--- src/rtl/keypad_pkg.sv ---
// -----------------------------------------------------------------------------
// keypad_pkg
// Shared types for the keypad consumer blocks: the effect-mode enumeration,
// the controller FSM state enumeration and the fixed octave-index width.
// No configuration macros are used in this file.
// -----------------------------------------------------------------------------
package keypad_pkg;

   // Effect modes, advanced in this order by each accepted mode press
   typedef enum logic [1:0] {
      MODE_NORMAL  = 2'd0,
      MODE_ECHO    = 2'd1,
      MODE_TREMOLO = 2'd2,
      MODE_CHORUS  = 2'd3
   } mode_t;

   // Controller states: waiting for a press, or ignoring presses
   typedef enum logic {
      S_IDLE    = 1'b0,
      S_LOCKOUT = 1'b1
   } ctrl_state_t;

   // Width of the octave index port
   localparam int OCT_W = 3;

endpackage

--- src/rtl/lockout_timer.sv ---
// -----------------------------------------------------------------------------
// lockout_timer
// Down-counter that measures the press-lockout window. A load starts the
// window with the given reload value; the window lasts reload+1 cycles.
// Ports:
//   clk      : system clock
//   rst      : synchronous active-high reset, clears the window
//   load_i   : start a new window this edge
//   reload_i : count loaded on load_i (window length minus one)
//   done_o   : high in the last cycle of the window
//   busy_o   : high for every cycle of the window (registered)
// No configuration macros are used in this file.
// -----------------------------------------------------------------------------
module lockout_timer #(
   parameter int WIDTH = 17
) (
   input  logic             clk,
   input  logic             rst,
   input  logic             load_i,
   input  logic [WIDTH-1:0] reload_i,
   output logic             done_o,
   output logic             busy_o
);

   logic [WIDTH-1:0] count_q;
   logic             active_q;

   // The counter walks down from the reload value to zero; the window ends
   // on the edge after it reaches zero, so the active flag covers exactly
   // reload+1 cycles. A load always wins so a new window can start cleanly.
   always_ff @(posedge clk) begin
      if (rst) begin
         count_q  <= '0;
         active_q <= 1'b0;
      end else if (load_i) begin
         count_q  <= reload_i;
         active_q <= 1'b1;
      end else if (active_q) begin
         if (count_q == '0) begin
            active_q <= 1'b0;
         end else begin
            count_q <= count_q - WIDTH'(1);
         end
      end
   end

   assign done_o = active_q && (count_q == '0);
   assign busy_o = active_q;

endmodule

--- src/rtl/octave_mode_ctrl.sv ---
// -----------------------------------------------------------------------------
// octave_mode_ctrl
// Consumes single-cycle keypad pulses and holds the synth's effect mode and
// octave index. After each accepted press a lockout window ignores further
// presses, since the upstream edge detector does not debounce. One-cycle
// change strobes tell the voice/effect datapath when a value moved.
// Ports:
//   clk            : system clock
//   rst            : synchronous active-high reset
//   modekey        : pulse, advance effect mode (wraps CHORUS -> NORMAL)
//   octive_up      : pulse, octave + 1
//   octive_down    : pulse, octave - 1
//   mode           : current effect mode (mode_t encoding)
//   octave         : current octave index, 0..NUM_OCTAVES-1
//   mode_changed   : one-cycle strobe when mode takes a new value
//   octave_changed : one-cycle strobe when octave takes a new value
//   busy           : high during the lockout window
// Configuration macro: OCTAVE_WRAP_EN -- when defined the octave wraps at
// both ends instead of saturating.
// -----------------------------------------------------------------------------
module octave_mode_ctrl
   import keypad_pkg::*;
#(
   parameter int NUM_OCTAVES    = 8,
   parameter int OCT_RESET      = 4,
   parameter int LOCKOUT_CYCLES = 100000
) (
   input  logic             clk,
   input  logic             rst,
   input  logic             modekey,
   input  logic             octive_up,
   input  logic             octive_down,
   output logic [1:0]       mode,
   output logic [OCT_W-1:0] octave,
   output logic             mode_changed,
   output logic             octave_changed,
   output logic             busy
);

   localparam int               CNT_W   = $clog2(LOCKOUT_CYCLES + 1);
   localparam logic [OCT_W-1:0] OCT_MAX = OCT_W'(NUM_OCTAVES - 1);
   localparam logic [CNT_W-1:0] RELOAD  = CNT_W'(LOCKOUT_CYCLES - 1);

   ctrl_state_t      state_q;
   mode_t            mode_q;
   logic [OCT_W-1:0] octave_q;
   logic [OCT_W-1:0] octave_d;
   logic             octaveMove;
   logic             modeChanged_q;
   logic             octaveChanged_q;
   logic             octavePress;
   logic             acceptPress;
   logic             timerDone;
   logic             timerBusy;

   // Pressing up and down together is treated as a bounce and dropped
   assign octavePress = octive_up ^ octive_down;
   assign acceptPress = (state_q == S_IDLE) && (modekey || octavePress);

   // Next octave value for a single up or down press. octaveMove says the
   // value actually changes; a saturated press still counts as a press and
   // starts the lockout, but produces no strobe.
   always_comb begin
      octave_d   = octave_q;
      octaveMove = 1'b0;
      if (octive_up) begin
         if (octave_q != OCT_MAX) begin
            octave_d   = octave_q + OCT_W'(1);
            octaveMove = 1'b1;
         end
`ifdef OCTAVE_WRAP_EN
         else begin
            octave_d   = '0;
            octaveMove = 1'b1;
         end
`endif
      end else if (octive_down) begin
         if (octave_q != '0) begin
            octave_d   = octave_q - OCT_W'(1);
            octaveMove = 1'b1;
         end
`ifdef OCTAVE_WRAP_EN
         else begin
            octave_d   = OCT_MAX;
            octaveMove = 1'b1;
         end
`endif
      end
   end

   // Controller FSM with registered mode/octave and strobes. In IDLE a mode
   // press outranks any octave press in the same cycle. Strobes default low
   // so each one lasts a single cycle. LOCKOUT returns to IDLE when the timer
   // reports its final cycle, so a press in the very next cycle is accepted.
   always_ff @(posedge clk) begin
      if (rst) begin
         state_q         <= S_IDLE;
         mode_q          <= MODE_NORMAL;
         octave_q        <= OCT_W'(OCT_RESET);
         modeChanged_q   <= 1'b0;
         octaveChanged_q <= 1'b0;
      end else begin
         modeChanged_q   <= 1'b0;
         octaveChanged_q <= 1'b0;
         unique case (state_q)
            S_IDLE: begin
               if (modekey) begin
                  mode_q        <= mode_t'(mode_q + 2'd1);
                  modeChanged_q <= 1'b1;
                  state_q       <= S_LOCKOUT;
               end else if (octavePress) begin
                  state_q <= S_LOCKOUT;
                  if (octaveMove) begin
                     octave_q        <= octave_d;
                     octaveChanged_q <= 1'b1;
                  end
               end
            end
            S_LOCKOUT: begin
               if (timerDone) begin
                  state_q <= S_IDLE;
               end
            end
            default: state_q <= S_IDLE;
         endcase
      end
   end

   lockout_timer #(
      .WIDTH (CNT_W)
   ) u_lockout_timer (
      .clk      (clk),
      .rst      (rst),
      .load_i   (acceptPress),
      .reload_i (RELOAD),
      .done_o   (timerDone),
      .busy_o   (timerBusy)
   );

   assign mode           = mode_q;
   assign octave         = octave_q;
   assign mode_changed   = modeChanged_q;
   assign octave_changed = octaveChanged_q;
   assign busy           = timerBusy;

endmodule

--- config.mk ---
export PLATFORM = sky130hd
export DESIGN_NAME = octave_mode_ctrl
export DESIGN_NICKNAME = d
export VERILOG_FILES = /design/src/rtl/keypad_pkg.sv /design/src/rtl/lockout_timer.sv /design/src/rtl/octave_mode_ctrl.sv
export SDC_FILE = /design/constraint.sdc
export NUM_CORES = 1
export LEC_CHECK = 0
export BUFFER_PORTS_ARGS = -buffer_cell sky130_fd_sc_hd__buf_2
export CAP_MARGIN = 10
export CORE_MARGIN = 8
export CORE_UTILIZATION = 61
export DETAILED_ROUTE_END_ITERATION = 10
export PLACE_DENSITY = 0.82
export SLEW_MARGIN = 20
export SYNTH_ARGS = -nofsm -noshare
export SYNTH_HDL_FRONTEND = slang
export SYNTH_SLANG_ARGS = --single-unit
--- constraint.sdc ---
create_clock -name clk -period 4.5 [get_ports clk]
set_clock_uncertainty 0.2 [all_clocks]
set_input_delay 0.675 -clock clk [delete_from_list [all_inputs] [get_ports clk]]
set_output_delay 0.675 -clock clk [all_outputs]
set_load 0.02 [all_outputs]
== Word level (Yosys, flattened, before mapping) ==
Index checks and enable logic that the tools add are counted.

* Input bits: 5
* Bits in registers: 26
* Output and inout port bits: 8

* Reductions and logical operators: 15
* Add/sub/neg operators: 4
* Bitwise gates (word level): 5
* Equal/unequal tests: 3
* Mux-type cells: 20

{| class="wikitable"
|+ Operators by type and width
! cell !! number
|-
| 2-to-1 mux 17 bit || 3
|-
| zero test 17 bit || 1
|-
| subtractor 17 x 1 -> 17 bit, second input constant || 1
|-
| 2-to-1 mux 1 bit || 12
|-
| 2-to-1 mux 3 bit || 4
|-
| AND reduction 7 bit || 1
|-
| AND reduction 2 bit || 3
|-
| nonzero test 2 bit || 3
|-
| inverter 1 bit || 4
|-
| OR reduction 2 bit || 2
|-
| OR reduction 4 bit || 1
|-
| adder 3 x 1 -> 3 bit, second input constant || 1
|-
| != test 3 bit, second input constant || 1
|-
| nonzero test 3 bit || 1
|-
| subtractor 3 x 1 -> 3 bit, second input constant || 1
|-
| adder 2 x 1 -> 2 bit, second input constant || 1
|-
| logical AND 1 bit || 2
|-
| != test 2 x 1 -> 1 bit, second input constant || 1
|-
| != test 2 bit, second input constant || 1
|-
| one-hot mux 1 bit (2 select lines) || 1
|-
| logical OR 1 bit || 1
|-
| XOR 1 bit || 1
|}

== Depth between registers and ports, before layout ==
Gate-level depths: netlist of the first run.

* Depth in word-level cells: 5
* Depth in mapped cells: 7

== Hierarchy ==
A second synthesis of the first run with hierarchy kept.

* Cells, all modules: 172
* Area, all modules: 1517.7 um2

{| class="wikitable"
|+ Modules (own cells, without submodules)
! module !! seq. area each (um2) !! times used !! cells each !! area an instance (um2)
|-
| lockout_timer || 360.3 || 1 || 128 || 1137.3
|-
| octave_mode_ctrl || 160.2 || 1 || 44 || 380.4
|}

== Least setup slack after synthesis of the first run ==
Ideal clock, no wire load.

* Path type: input to register
* Start point: input port octive_up
* End point: register octave_q[1], in the netlist octave[1]
* Required time: 4172 ps
* Stages on the path: 6
* Path buffers: 0
* Setup time: 128 ps
* Arrival: 1680 ps
* Slack: 2492 ps
* Cell sequence: inv_1 > ha_1 > o211ai_1 > nor4_2 > mux2i_1 > nor2_1

* Cells in the longest elaborated chain, start to end: 2
* Elaborated cells on any way between the ends: 7
* Classes of those cells: 1 x eq/ne; 2 x mux; 1 x bitwise; 3 x reduce/logical

{| class="wikitable"
|+ RTL lines
! what !! RTL line !! source
|-
| from (decl) || octave_mode_ctrl.sv:31 || <nowiki>input logic octive_up,</nowiki>
|-
| != test 2 x 1 -> 1 bit (no line) (tied with other cells) || -- ||
|-
| AND reduction 7 bit (no line) || -- ||
|-
| to (signal assigned) || octave_mode_ctrl.sv:99 || <nowiki>octave_q <= OCT_W'(OCT_RESET);</nowiki>
|-
| to (signal assigned) || octave_mode_ctrl.sv:114 || <nowiki>octave_q <= octave_d;</nowiki>
|-
| to (decl) || octave_mode_ctrl.sv:46 || <nowiki>logic [OCT_W-1:0] octave_q;</nowiki>
|}

Several ways; a longest one is shown, not always the timed one.
A chain may end at the register's enable or synchronous reset.

== Worst setup path in the final report of the first run ==
* Start point: input port octive_up
* End point: register u_lockout_timer.count_q[14]

* Cells in the longest elaborated chain, start to end: 4

{| class="wikitable"
|+ RTL lines
! what !! RTL line !! source
|-
| XOR 1 bit || octave_mode_ctrl.sv:57 || <nowiki>assign octavePress = octive_up ^ octive_down;</nowiki>
|-
| logical OR 1 bit || octave_mode_ctrl.sv:58 || <nowiki>assign acceptPress = (state_q == S_IDLE) && (modekey || octavePress);</nowiki>
|-
| logical AND 1 bit || octave_mode_ctrl.sv:58 ||
|-
| OR reduction 2 bit (no line) || -- ||
|-
| to (signal assigned) || lockout_timer.sv:36 || <nowiki>count_q <= reload_i;</nowiki>
|-
| to (signal assigned) || lockout_timer.sv:42 || <nowiki>count_q <= count_q - WIDTH'(1);</nowiki>
|-
| to (decl) || lockout_timer.sv:25 || <nowiki>logic [WIDTH-1:0] count_q;</nowiki>
|}

No other way between the ends.

==> tab_implementation.tex, run 1 <==
\begin{tabular}{lr}
\hline
Metric & Value \\
\hline
\multicolumn{2}{l}{\textbf{CTS}} \\
\quad Number of H-tree levels & 1 \\
\quad Clk sinks & 26 \\
\quad Buffers inserted by post-CTS timing repair & 0 \\
\quad Number of buffers inserted for hold repair after clock tree synthesis & 0 \\
\quad Deepest clock path buffer count & 2 \\
\quad Clock tree root driver cell & sky130\_fd\_sc\_hd\_\_clkbuf\_4 \\
\quad TritonCTS clock tree & yes \\
\quad Clock-pin transition on the worst setup and hold timing paths & 0.15 ns \\
\quad Clock Latency Late Sink & 0.34 ns \\
\quad Total CTS buffers & 3 \\
\quad Resized Gates After CTS & 0 \\
\multicolumn{2}{l}{\textbf{GRT}} \\
\quad Maximum number of pins on one net before global-route repair & 21 \\
\quad GRT Util Overall & 0.1469 \\
\quad First-pass GRT wire length & 4271 um \\
\quad Number of global-route vias before repair & 1038 \\
\quad Overall overflow remaining after global route & 0 \\
\quad Antenna violations before repair & 0 \\
\multicolumn{2}{l}{\textbf{Synth}} \\
\quad Yosys Warn Count & 0 \\
\quad Commonest register cell after synthesis & sky130\_fd\_sc\_hd\_\_dfxtp\_1 \\
\quad Ys async rst share & 0 \\
\quad Mean post-synth cell area & 9.467 um\^{}2 \\
\quad Net count after synthesis & 144 \\
\quad Cell taking the most area after synthesis & sky130\_fd\_sc\_hd\_\_dfxtp\_1 \\
\quad Number of distinct library cell variants in the gate-level netlist after synthesis & 41 \\
\quad Top area cells in the synthesized netlist & sky130\_fd\_sc\_hd\_\_dfxtp\_1 (40\%), sky130\_fd\_sc\_hd\_\_xor2\_1 (7.5\%), sky130\_fd\_sc\_hd\_\_nor2\_1 (5.2\%) \\
\quad Post-synthesis cell area & 0.001287 mm\^{}2 \\
\quad Synthesized instance count & 136 \\
\quad Number of flops mapped to enable cells by yosys & 0 \\
\quad Synthesis-stage register bit count & 26 \\
\quad Area share of the largest cell type after synthesis & 0.4043 \\
\quad Proportion of synthesized chip area in sequential cells & 0.4043 \\
\multicolumn{2}{l}{\textbf{Routing}} \\
\quad Via count & 1014 \\
\quad Total iterations of the first detailed-routing run & 4 \\
\quad Number of remaining DRC errors & 0 \\
\quad Post-DR wirelength/cell & 13.90 um \\
\quad Post-DRT Antenna Nets & 0 \\
\quad Average via count per standard cell & 5.761 \\
\quad Total routed wirelength & 2446 um \\
\quad Number of DRC violations after detailed-routing iteration 0 & 26 \\
\multicolumn{2}{l}{\textbf{STA}} \\
\quad Part of the cycle the worst path needs & 0.5163 \\
\quad Number of max-slew violations in the final report & 0 \\
\quad RSZ-0062 raised after global routing & false \\
\quad Slew at the pin with the worst max-slew slack & 0.8578 ns \\
\quad Tightest hold margin & 0.3045 ns \\
\quad Highest clock frequency the design can meet & 430.4 MHz \\
\quad Max-slew headroom & 0.4269 \\
\quad Final setup violation count & 0 \\
\quad Count of final hold-check violations & 0 \\
\quad Total Neg Setup Slack & 0 ns \\
\quad Shortest clock period the worst path allows after layout & 2.323 ns \\
\multicolumn{2}{l}{\textbf{Pwr}} \\
\quad Worst IR drop on VDD & 290.6 uV \\
\quad Cell area power density & 376.3 mW/mm\^{}2 \\
\quad Total power & 531.6 uW \\
\quad Leakage & 0.0005446 uW \\
\multicolumn{2}{l}{\textbf{Finish}} \\
\quad Nets & 158 \\
\quad Summed area of non-filler cells in the final layout & 0.001413 mm\^{}2 \\
\quad Ant. Diodes & 0 \\
\quad Layout cells sized above 1 & 0.1812 \\
\quad Area growth syn-to-layout & 9.718\% \\
\multicolumn{2}{l}{\textbf{Floorplanning}} \\
\quad Die Outline Area & 0.003837 mm\^{}2 \\
\quad Core footprint & 0.001982 mm\^{}2 \\
\quad Die width & 61.94 um \\
\quad Top-level I/O count & 13 \\
\quad Cell Rows & 16 \\
\quad Die height & 61.94 um \\
\quad Initial cell density of the core & 0.6496 \\
\multicolumn{2}{l}{\textbf{Worst hold path}} \\
\quad Class of the worst hold path & flop to flop \\
\multicolumn{2}{l}{\textbf{Setup path}} \\
\quad Worst Setup Start Kind & primary input \\
\quad Crit path capture type & flop \\
\quad Crit path required time & 4.58 ns \\
\quad Largest driver fanout on the critical path & 13 \\
\quad Critical Setup Path Class & primary input to flop \\
\quad Worst EP arrival & 2.40 ns \\
\multicolumn{2}{l}{\textbf{Placement}} \\
\quad Number of I/O port buffers & 12 \\
\quad HPWL reported at the end of detailed placement & 1847 um \\
\quad Global placement routability congestion & 0.7774 \\
\quad Post-Place Cell Area & 0.001360 mm\^{}2 \\
\multicolumn{2}{l}{\textbf{Outcome}} \\
\quad Status & complete, no violations \\
\multicolumn{2}{l}{\textbf{Run}} \\
\quad Number of max-cap violations & 0 \\
\hline
\end{tabular}
==> worst max-delay path, cell delays in order <==
cell                       delay (ns)
sky130_fd_sc_hd__buf_2           0.12
sky130_fd_sc_hd__inv_1           0.08
sky130_fd_sc_hd__ha_1            0.32
sky130_fd_sc_hd__o21bai_1        0.68
sky130_fd_sc_hd__nand2b_1        0.34
sky130_fd_sc_hd__nor2_1          0.19
==> cell usage after synthesis (2+ instances only) <==
master	count
sky130_fd_sc_hd__nand3_1	4
sky130_fd_sc_hd__clkbuf_1	2
sky130_fd_sc_hd__a31oi_1	2
sky130_fd_sc_hd__o21ai_1	2
sky130_fd_sc_hd__nor4_1	2
sky130_fd_sc_hd__nor3_1	3
sky130_fd_sc_hd__nor2_1	18
sky130_fd_sc_hd__nand4_1	4
sky130_fd_sc_hd__nand2_1	7
sky130_fd_sc_hd__xor2_1	11
sky130_fd_sc_hd__nor4_4	2
sky130_fd_sc_hd__a21oi_1	11
sky130_fd_sc_hd__dfxtp_1	26
sky130_fd_sc_hd__inv_1	4
sky130_fd_sc_hd__o21bai_1	2
sky130_fd_sc_hd__nor2b_1	2
sky130_fd_sc_hd__xnor2_1	6
sky130_fd_sc_hd__o211ai_1	2
sky130_fd_sc_hd__o21ai_0	2
sky130_fd_sc_hd__nor4b_2	2
sky130_fd_sc_hd__ha_1	2
==> report_power, final <==
group,leakage (uW),switching [uW],internal (uW)
clock network,0.0000279,70.1,90.2
registers,0.000214,20.7,248
logic,0.000302,60.0,42.2
total,0.000545,151,381
==> stage by stage <==
stage,setup WS (ns),instances,utilization
global route,2.015,176,0.7128
detailed placement,1.809,172,0.6862
global placement,1.912,172,0.6862
floorplan,2.492,136,-
CTS,2.166,176,0.7128
finish,2.177,176,0.7128
==> cell families (layout without fill, tap and decap cells) <==
| logic type | after synthesis | in the layout | synth area share |
|---|---|---|---|
| and+or+nand+nor | 57 | 57 | 0.2896 |
| xor gates and xnor gates | 17 | 17 | 0.1156 |
| adders and majority gates | 3 | 3 | 0.03498 |
| DFF | 26 | 26 | 0.4043 |
| muxes | 2 | 2 | 0.01652 |
| AOI/OAI and AO/OA | 24 | 24 | 0.1108 |
| buffers and inverters | 7 | 20 | 0.02818 |
==> sequential cells by signal, summed over array words and instances, names as in the netlist <==
| register | flops |
|---|---|
| u_lockout_timer.busy_o | 1 |
| octave | 3 |
| mode_changed | 1 |
| mode | 2 |
| octave_changed | 1 |
| u_lockout_timer.count_q | 17 |
| state_q | 1 |
==> placed cells by master, fill, tap and decap left out, drive strengths merged, types with 2 or more instances in the layout <==
| cell type | instances |
|---|---|
| o21bai | 2 |
| xor2 | 11 |
| a21oi | 11 |
| o211ai | 2 |
| nand3 | 4 |
| clkbuf | 3 |
| ha | 2 |
| nor2 | 18 |
| nor2b | 2 |
| xnor2 | 6 |
| nor4b | 2 |
| nor3 | 4 |
| a31oi | 2 |
| dfxtp | 26 |
| nand2 | 8 |
| nor4 | 5 |
| o21ai | 5 |
| buf | 12 |
| nand4 | 5 |
| inv | 4 |
==> final timing paths <==
check,start,endpoint,slack (ns),depth (start not counted)
worst min-delay path,u_lockout_timer.count_q[16],u_lockout_timer.count_q[16],0.30,2
worst max-delay path,octive_up,u_lockout_timer.count_q[14],2.18,6
worst max register to register,u_lockout_timer.count_q[11],u_lockout_timer.count_q[1],2.32,5
worst min register to register,u_lockout_timer.count_q[16],u_lockout_timer.count_q[16],0.30,2
==> per-layer routing <==
layer	global-route usage	share of wire	up-vias
li1	-	-	511
met1	0.1669	0.44	478
met2	0.2463	0.49	21
met3	0.04321	0.049	4
met4	0.06818	0.016	0
met5	0	0	-
==> layout make-up <==
| cell class | count | area (um^2) |
|---|---|---|
| Timing Repair Buffer | 12 | 60.06 |
| Clock inverter | 1 | 30.03 |
| Clock buffer | 3 | 22.52 |
| Tap cell | 27 | 33.78 |
| Fill cell | 148 | 569.3 |
| Sequential cell | 26 | 520.5 |
| Inverter | 4 | 15.01 |
| Multi-Input combinational cell | 103 | 730.7 |
No activity file was read; power rests on OpenSTA's default activity.
==> run 2, diff against run 1 <==
--- a/config.mk
+++ b/config.mk
@@ -8,9 +8,9 @@
 export BUFFER_PORTS_ARGS = -buffer_cell sky130_fd_sc_hd__buf_2
 export CAP_MARGIN = 10
 export CORE_MARGIN = 8
-export CORE_UTILIZATION = 61
+export CORE_UTILIZATION = 57
 export DETAILED_ROUTE_END_ITERATION = 10
-export PLACE_DENSITY = 0.82
+export PLACE_DENSITY = 0.77
 export SLEW_MARGIN = 20
 export SYNTH_ARGS = -nofsm -noshare
 export SYNTH_HDL_FRONTEND = slang
==> constraint.sdc (replaced) <==
create_clock -name clk -period 2.42 [get_ports clk]
set_clock_uncertainty 0.2 [all_clocks]
set_input_delay 0.363 -clock clk [delete_from_list [all_inputs] [get_ports clk]]
set_output_delay 0.363 -clock clk [all_outputs]
set_load 0.02 [all_outputs]
==> run 2 against run 1 <==
Cell count grew 0.57%. Critical path depth down 1. Die area rose by 5.2%. Via count is 1.1% lower. Sequential power rose by 87%. Clock power grew 12%. Non-clock buffer count is 1 higher. Final area down 1.5%. Combinational power grew 88%. Clock-buffer cell count stayed put. Setup slack got worse by 1.9 ns. Largest cell class unchanged.
==> tab_implementation.tex, run 2 (synthesis results as in run 1) <==
\begin{tabular}{lr}
\hline
Metric & Value \\
\hline
\multicolumn{2}{l}{\textbf{CTS}} \\
\quad Resized Gates After CTS & 0 (unchanged) \\
\quad Deepest clock path buffer count & 2 (unchanged) \\
\quad Total CTS buffers & 3 (unchanged) \\
\quad Clock Latency Late Sink & 0.32 ns (was 0.34 ns) \\
\quad Clock tree root driver cell & sky130\_fd\_sc\_hd\_\_clkbuf\_4 (unchanged) \\
\quad Buffers inserted by post-CTS timing repair & 0 (unchanged) \\
\quad Number of buffers inserted for hold repair after clock tree synthesis & 0 (unchanged) \\
\quad Clock-pin transition on the worst setup and hold timing paths & 0.13 ns (was 0.15 ns) \\
\quad Number of H-tree levels & 1 (unchanged) \\
\quad TritonCTS clock tree & yes (unchanged) \\
\quad Clk sinks & 26 (unchanged) \\
\multicolumn{2}{l}{\textbf{Finish}} \\
\quad Final Core Density & 0.6413 (was 0.7128) \\
\quad Area growth syn-to-layout & 8.066\% (was 9.718\%) \\
\quad Max FFs per register & 17 (unchanged) \\
\quad Sequential cell area & 520.5 um\^{}2 (unchanged) \\
\quad Commonest cells after routing, fill and taps aside & sky130\_fd\_sc\_hd\_\_dfxtp\_1 (26), sky130\_fd\_sc\_hd\_\_nor2\_1 (18), sky130\_fd\_sc\_hd\_\_buf\_2 (12) (unchanged) \\
\quad Largest register by flop count & u\_lockout\_timer.count\_q (unchanged) \\
\quad Area occupied by multi-input gates & 730.7 um\^{}2 (unchanged) \\
\quad Layout cells sized above 1 & 0.1812 (unchanged) \\
\quad Filler cell count & 190 (was 148) \\
\quad Nets & 159 (was 158) \\
\quad Ant. Diodes & 0 (unchanged) \\
\quad Commonest non-fill, non-tap cell in the layout & sky130\_fd\_sc\_hd\_\_dfxtp\_1 (unchanged) \\
\multicolumn{2}{l}{\textbf{Routing}} \\
\quad Via count & 1003 (was 1014) \\
\quad Average via count per standard cell & 5.667 (was 5.761) \\
\quad Total iterations of the first detailed-routing run & 4 (unchanged) \\
\quad Post-DR wirelength/cell & 13.51 um (was 13.90 um) \\
\quad Total routed wirelength & 2391 um (was 2446 um) \\
\quad Number of remaining DRC errors & 0 (unchanged) \\
\quad Post-DRT Antenna Nets & 0 (unchanged) \\
\quad Number of DRC violations after detailed-routing iteration 0 & 11 (was 26) \\
\multicolumn{2}{l}{\textbf{Setup path}} \\
\quad Reg2Reg Launch Point & u\_lockout\_timer.count\_q[11] (unchanged) \\
\quad Delay of the slowest cell on the worst path & 0.40 ns (was 0.68 ns) \\
\quad Crit path required time & 2.48 ns (was 4.58 ns) \\
\quad Critical Setup Path Class & flop to flop (was primary input to flop) \\
\quad Worst EP arrival & 2.19 ns (was 2.40 ns) \\
\quad Worst Setup Start Kind & flop (was primary input) \\
\quad Slowest cell on the critical path & sky130\_fd\_sc\_hd\_\_dfxtp\_1 (was sky130\_fd\_sc\_hd\_\_o21bai\_1) \\
\quad Start point of the critical path & u\_lockout\_timer.count\_q[11] (was octive\_up) \\
\quad Critical Path, Cell by Cell & nor4\_4 > nand4\_2 > o21ai\_2 > mux2\_1 > a21oi\_1 (was buf\_2 > inv\_1 > ha\_1 > o21bai\_1 > nand2b\_1 > nor2\_1) \\
\quad Worst reg2reg path depth & 5 (unchanged) \\
\quad Largest driver fanout on the critical path & 9 (was 13) \\
\quad Crit path capture type & flop (unchanged) \\
\multicolumn{2}{l}{\textbf{Pwr}} \\
\quad Leakage & 0.0005353 uW (was 0.0005446 uW) \\
\quad Cell area power density & 627.7 mW/mm\^{}2 (was 376.3 mW/mm\^{}2) \\
\quad Worst IR drop on VDD & 375.7 uV (was 290.6 uV) \\
\quad Total power & 873.4 uW (was 531.6 uW) \\
\multicolumn{2}{l}{\textbf{Floorplanning}} \\
\quad Die width & 63.53 um (was 61.94 um) \\
\quad Top-level I/O count & 13 (unchanged) \\
\quad Core footprint & 0.002170 mm\^{}2 (was 0.001982 mm\^{}2) \\
\quad Initial cell density of the core & 0.5934 (was 0.6496) \\
\quad Die height & 63.53 um (was 61.94 um) \\
\quad Die Outline Area & 0.004035 mm\^{}2 (was 0.003837 mm\^{}2) \\
\quad Cell Rows & 17 (was 16) \\
\multicolumn{2}{l}{\textbf{Worst hold path}} \\
\quad Instance count along the most critical hold path & 2 (unchanged) \\
\quad Worst Hold Launch & modekey (was u\_lockout\_timer.count\_q[16]) \\
\quad Class of the worst hold path & primary input to flop (was flop to flop) \\
\multicolumn{2}{l}{\textbf{STA}} \\
\quad Tightest hold margin & 0.04377 ns (was 0.3045 ns) \\
\quad Part of the cycle the worst path needs & 0.8805 \\
\quad Total Neg Setup Slack & 0 ns (unchanged) \\
\quad Highest clock frequency the design can meet & 469.3 MHz \\
\quad Count of final hold-check violations & 0 (unchanged) \\
\quad Final setup violation count & 0 (unchanged) \\
\quad Max-slew headroom & 0.6833 (was 0.4269) \\
\quad Number of max-slew violations in the final report & 0 (unchanged) \\
\quad Shortest clock period the worst path allows after layout & 2.131 ns \\
\quad Slew at the pin with the worst max-slew slack & 0.4711 ns (was 0.8578 ns) \\
\quad RSZ-0062 raised after global routing & false (unchanged) \\
\quad Minimum setup slack in the final design & 0.2892 ns (was 2.177 ns) \\
\multicolumn{2}{l}{\textbf{Placement}} \\
\quad Number of I/O port buffers & 12 (unchanged) \\
\quad Global placement routability congestion & 0.8429 (was 0.7774) \\
\quad HPWL reported at the end of detailed placement & 1798 um (was 1847 um) \\
\quad Pre-CTS WS & 0.3350 ns (was 1.809 ns) \\
\multicolumn{2}{l}{\textbf{GRT}} \\
\quad Number of global-route vias before repair & 943 (was 1038) \\
\quad Maximum number of pins on one net before global-route repair & 21 (unchanged) \\
\quad GRT Util Overall & 0.1248 (was 0.1469) \\
\quad First-pass GRT wire length & 4209 um (was 4271 um) \\
\quad Antenna violations before repair & 0 (unchanged) \\
\quad Overall overflow remaining after global route & 0 (unchanged) \\
\multicolumn{2}{l}{\textbf{Outcome}} \\
\quad Status & complete, no violations (unchanged) \\
\multicolumn{2}{l}{\textbf{Run}} \\
\quad Number of max-cap violations & 0 (unchanged) \\
\hline
\end{tabular}
## run 2: changes by cell type in the layout (fill, tap and decap cells not counted)
cell	delta
sky130_fd_sc_hd__bufinv_16	-1
sky130_fd_sc_hd__buf_4	+1
## run 2: power breakdown
group	total [uW]	switching (uW)	internal, uW
Clock	179	120	58.5
Combinational	192	112	80.6
Sequential	502	40.1	462
Total	873	272	601
## run 2: final cells by class
type / count / area share
multi-input combinational: 103 / 0.5252
sequential: 26 / 0.3741
timing repair buffer: 13 / 0.04856
clock buffer: 3 / 0.01619
inverter: 4 / 0.01079
tap: 28 / 0.02518
## run 2: worst paths after layout
check                           slack, ns                          end
worst min register to register       0.30  u_lockout_timer.count_q[16]
worst max-delay path                 0.29   u_lockout_timer.count_q[1]
worst max register to register       0.29   u_lockout_timer.count_q[1]
worst min-delay path                 0.04               octave_changed
## run 2: critical path, delay by kind of cell, from the launching register on
family,cells,cell delay [ns]
compound gates,2,0.41
flops,1,0.40
mux,1,0.35
simple gates,2,0.71
## run 2: metrics by stage
stage	area, um^2	instances
final	1391	177
after global routing	1391	177
after CTS	1391	177
after detailed placement	1369	174
after global placement	1369	174
after floorplan	1287	136
## run 2: layer usage
metal / up-vias / wire length [um] / GRT usage / part of all wire
li1: 510 / - / - / -
met1: 477 / 1139 / 0.1542 / 0.48
met2: 11 / 1153 / 0.1990 / 0.48
met3: 5 / 53 / 0.02297 / 0.022
met4: 0 / 45 / 0.06685 / 0.019
met5: - / 0 / 0 / 0
==> run 3, diff against run 2 <==
--- a/config.mk
+++ b/config.mk
@@ -8,9 +8,9 @@
 export BUFFER_PORTS_ARGS = -buffer_cell sky130_fd_sc_hd__buf_2
 export CAP_MARGIN = 10
 export CORE_MARGIN = 8
-export CORE_UTILIZATION = 57
+export CORE_UTILIZATION = 51
 export DETAILED_ROUTE_END_ITERATION = 10
-export PLACE_DENSITY = 0.77
+export PLACE_DENSITY = 0.73
 export SLEW_MARGIN = 20
 export SYNTH_ARGS = -nofsm -noshare
 export SYNTH_HDL_FRONTEND = slang
==> constraint.sdc (replaced) <==
create_clock -name clk -period 1.94 [get_ports clk]
set_clock_uncertainty 0.2 [all_clocks]
set_input_delay 0.194 -clock clk [delete_from_list [all_inputs] [get_ports clk]]
set_output_delay 0.194 -clock clk [all_outputs]
set_load 0.02 [all_outputs]
==> run 3 against run 2 <==
Cell count increased by 7.9%. Utilization fell by 1.9 points. Via count up 6.5%. Setup slack got worse by 0.20 ns. Global-route usage is 0.70 points higher. Clock power up 51%. Clock-buffer cell count grew 1. Largest power group unchanged.
==> tab_implementation.tex, run 3 (synthesis results as in run 1) <==
\begin{tabular}{lr}
\hline
Metric & Value \\
\hline
\multicolumn{2}{l}{\textbf{CTS}} \\
\quad Clock tree root driver cell & sky130\_fd\_sc\_hd\_\_clkbuf\_4 (unchanged) \\
\quad TritonCTS clock tree & yes (unchanged) \\
\quad Number of H-tree levels & 1 (unchanged) \\
\quad Total CTS buffers & 3 (unchanged) \\
\quad Clock-pin transition on the worst setup and hold timing paths & 0.14 ns (was 0.13 ns) \\
\quad Deepest clock path buffer count & 2 (unchanged) \\
\quad Clock Latency Late Sink & 0.31 ns (was 0.32 ns) \\
\quad Clk sinks & 26 (unchanged) \\
\multicolumn{2}{l}{\textbf{Routing}} \\
\quad Number of remaining DRC errors & 0 (unchanged) \\
\quad Post-DR wirelength/cell & 13.98 um (was 13.51 um) \\
\quad Average via count per standard cell & 5.592 (was 5.667) \\
\quad Total routed wirelength & 2670 um (was 2391 um) \\
\quad Number of DRC violations after detailed-routing iteration 0 & 24 (was 11) \\
\quad Via count & 1068 (was 1003) \\
\quad Post-DRT Antenna Nets & 0 (unchanged) \\
\quad Total iterations of the first detailed-routing run & 4 (unchanged) \\
\multicolumn{2}{l}{\textbf{Setup path}} \\
\quad Crit path capture type & flop (unchanged) \\
\quad Worst EP arrival & 1.91 ns (was 2.19 ns) \\
\quad Critical Path, Cell by Cell & nor4\_4 > nand2\_2 > o21ai\_2 > mux2\_1 > a21oi\_1 (was nor4\_4 > nand4\_2 > o21ai\_2 > mux2\_1 > a21oi\_1) \\
\quad Worst Setup Start Kind & flop (unchanged) \\
\quad Dominant delay contributor by cell family on the critical path & simple AND/OR/NAND/NOR gates (unchanged) \\
\quad Slowest cell on the critical path & sky130\_fd\_sc\_hd\_\_dfxtp\_2 (was sky130\_fd\_sc\_hd\_\_dfxtp\_1) \\
\quad Crit path required time & 2.00 ns (was 2.48 ns) \\
\quad Critical Setup Path Class & flop to flop (unchanged) \\
\quad Delay of the slowest cell on the worst path & 0.38 ns (was 0.40 ns) \\
\quad Largest driver fanout on the critical path & 6 (was 9) \\
\quad Buffers and inverters on the worst path & 0 (unchanged) \\
\multicolumn{2}{l}{\textbf{Finish}} \\
\quad Nets & 170 (was 159) \\
\quad Filler cell count & 209 (was 190) \\
\quad Layout cells sized above 1 & 0.2609 (was 0.1812) \\
\quad Commonest cells after routing, fill and taps aside & sky130\_fd\_sc\_hd\_\_dfxtp\_1 (24), sky130\_fd\_sc\_hd\_\_nor2\_1 (18), sky130\_fd\_sc\_hd\_\_buf\_2 (12) (was sky130\_fd\_sc\_hd\_\_dfxtp\_1 (26), sky130\_fd\_sc\_hd\_\_nor2\_1 (18), sky130\_fd\_sc\_hd\_\_buf\_2 (12)) \\
\quad Ant. Diodes & 0 (unchanged) \\
\quad Commonest non-fill, non-tap cell in the layout & sky130\_fd\_sc\_hd\_\_dfxtp\_1 (unchanged) \\
\quad Max FFs per register & 17 (unchanged) \\
\quad Final cell count without fillers & 191 (was 177) \\
\quad Area growth syn-to-layout & 17.59\% (was 8.066\%) \\
\quad Largest register by flop count & u\_lockout\_timer.count\_q (unchanged) \\
\multicolumn{2}{l}{\textbf{STA}} \\
\quad Final setup violation count & 0 (unchanged) \\
\quad Highest clock frequency the design can meet & 539.1 MHz (was 469.3 MHz) \\
\quad Number of max-slew violations in the final report & 0 (unchanged) \\
\quad Count of final hold-check violations & 0 (unchanged) \\
\quad Max-slew headroom & 0.7021 (was 0.6833) \\
\quad Shortest clock period the worst path allows after layout & 1.855 ns (was 2.131 ns) \\
\quad Part of the cycle the worst path needs & 0.9561 (was 0.8805) \\
\quad RSZ-0062 raised after global routing & true (was false) \\
\quad Minimum setup slack in the final design & 0.08508 ns (was 0.2892 ns) \\
\quad Slew at the pin with the worst max-slew slack & 0.4431 ns (was 0.4711 ns) \\
\multicolumn{2}{l}{\textbf{GRT}} \\
\quad Antenna violations before repair & 0 (unchanged) \\
\quad GRT Util Overall & 0.1318 (was 0.1248) \\
\quad First-pass GRT wire length & 4685 um (was 4209 um) \\
\quad Maximum number of pins on one net before global-route repair & 21 (unchanged) \\
\quad Overall overflow remaining after global route & 0 (unchanged) \\
\quad Number of global-route vias before repair & 1083 (was 943) \\
\multicolumn{2}{l}{\textbf{Run}} \\
\quad Number of max-cap violations & 0 (unchanged) \\
\multicolumn{2}{l}{\textbf{Placement}} \\
\quad Number of cells after detailed placement & 185 (was 174) \\
\quad HPWL reported at the end of detailed placement & 2036 um (was 1798 um) \\
\quad Pre-CTS WS & 0.04464 ns (was 0.3350 ns) \\
\quad Global placement routability congestion & 0.7641 (was 0.8429) \\
\quad Number of I/O port buffers & 12 (unchanged) \\
\multicolumn{2}{l}{\textbf{Floorplanning}} \\
\quad Initial cell density of the core & 0.5293 (was 0.5934) \\
\quad Die width & 66.25 um (was 63.53 um) \\
\quad Core footprint & 0.002432 mm\^{}2 (was 0.002170 mm\^{}2) \\
\quad Die height & 66.25 um (was 63.53 um) \\
\quad Cell Rows & 18 (was 17) \\
\quad Die Outline Area & 0.004388 mm\^{}2 (was 0.004035 mm\^{}2) \\
\quad Top-level I/O count & 13 (unchanged) \\
\multicolumn{2}{l}{\textbf{Outcome}} \\
\quad Status & complete, no violations (unchanged) \\
\multicolumn{2}{l}{\textbf{Pwr}} \\
\quad Worst IR drop on VDD & 466.9 uV (was 375.7 uV) \\
\quad Cell area power density & 783.0 mW/mm\^{}2 (was 627.7 mW/mm\^{}2) \\
\quad Leakage & 0.0005917 uW (was 0.0005353 uW) \\
\multicolumn{2}{l}{\textbf{Worst hold path}} \\
\quad Class of the worst hold path & primary input to flop (unchanged) \\
\hline
\end{tabular}
run 3: where the power goes:
group	internal, uW	switching (uW)	total (uW)
logic	133	161	294
clock network	115	157	271
registers	577	42.9	620
run 3: metal layers:
| layer | GRT usage | up-vias | share of wire |
|---|---|---|---|
| li1 | - | 537 | - |
| met1 | 0.1583 | 512 | 0.43 |
| met2 | 0.2280 | 17 | 0.52 |
| met3 | 0.02034 | 2 | 0.039 |
| met4 | 0.05067 | 0 | 0.0060 |
| met5 | 0 | - | 0 |
run 3: cell type report:
cell class	instances	area (um^2)	area share
Multi-Input combinational cell	103	749.5	0.4950
Clock buffer	4	36.28	0.02397
Sequential cell	26	523.0	0.3455
Inverter	4	15.01	0.009917
Timing Repair Buffer	24	152.6	0.1008
Tap cell	30	37.54	0.02479
run 3: per-stage QoR:
step | instance area, um^2 | setup TNS, ns | util | total power, uW | hold slack [ns]
floorplan | 1289 | 0 | - | 816.5 | 0.07247
global placement | 1440 | 0 | 0.5921 | 897.5 | 0.2257
global route | 1514 | -0.01383 | 0.6224 | 1253 | 0.06319
CTS | 1486 | 0 | 0.6111 | 1185 | 0.04382
detailed placement | 1440 | 0 | 0.5921 | 911.5 | 0.2282
finish | 1514 | 0 | 0.6224 | 1185 | 0.04976
run 3: path summary, 6_finish.rpt:
check / from / end / slack, ns / cells past startpoint
max: u_lockout_timer.count_q[6] / u_lockout_timer.count_q[1] / 0.09 / 5
max reg2reg: u_lockout_timer.count_q[6] / u_lockout_timer.count_q[1] / 0.09 / 5
min reg2reg: u_lockout_timer.count_q[16] / u_lockout_timer.count_q[16] / 0.32 / 2
min: rst / octave[0] / 0.05 / 2
run 3: timing repair:
| item | CTS | global route |
|---|---|---|
| hold endpoints to repair | 1 | 0 |
| setup endpoints to repair | 0 | 9 |
| hold buffers | 1 | 0 |
| gates resized for setup | 0 | 4 |
| buffers inserted | 0 | 1 |
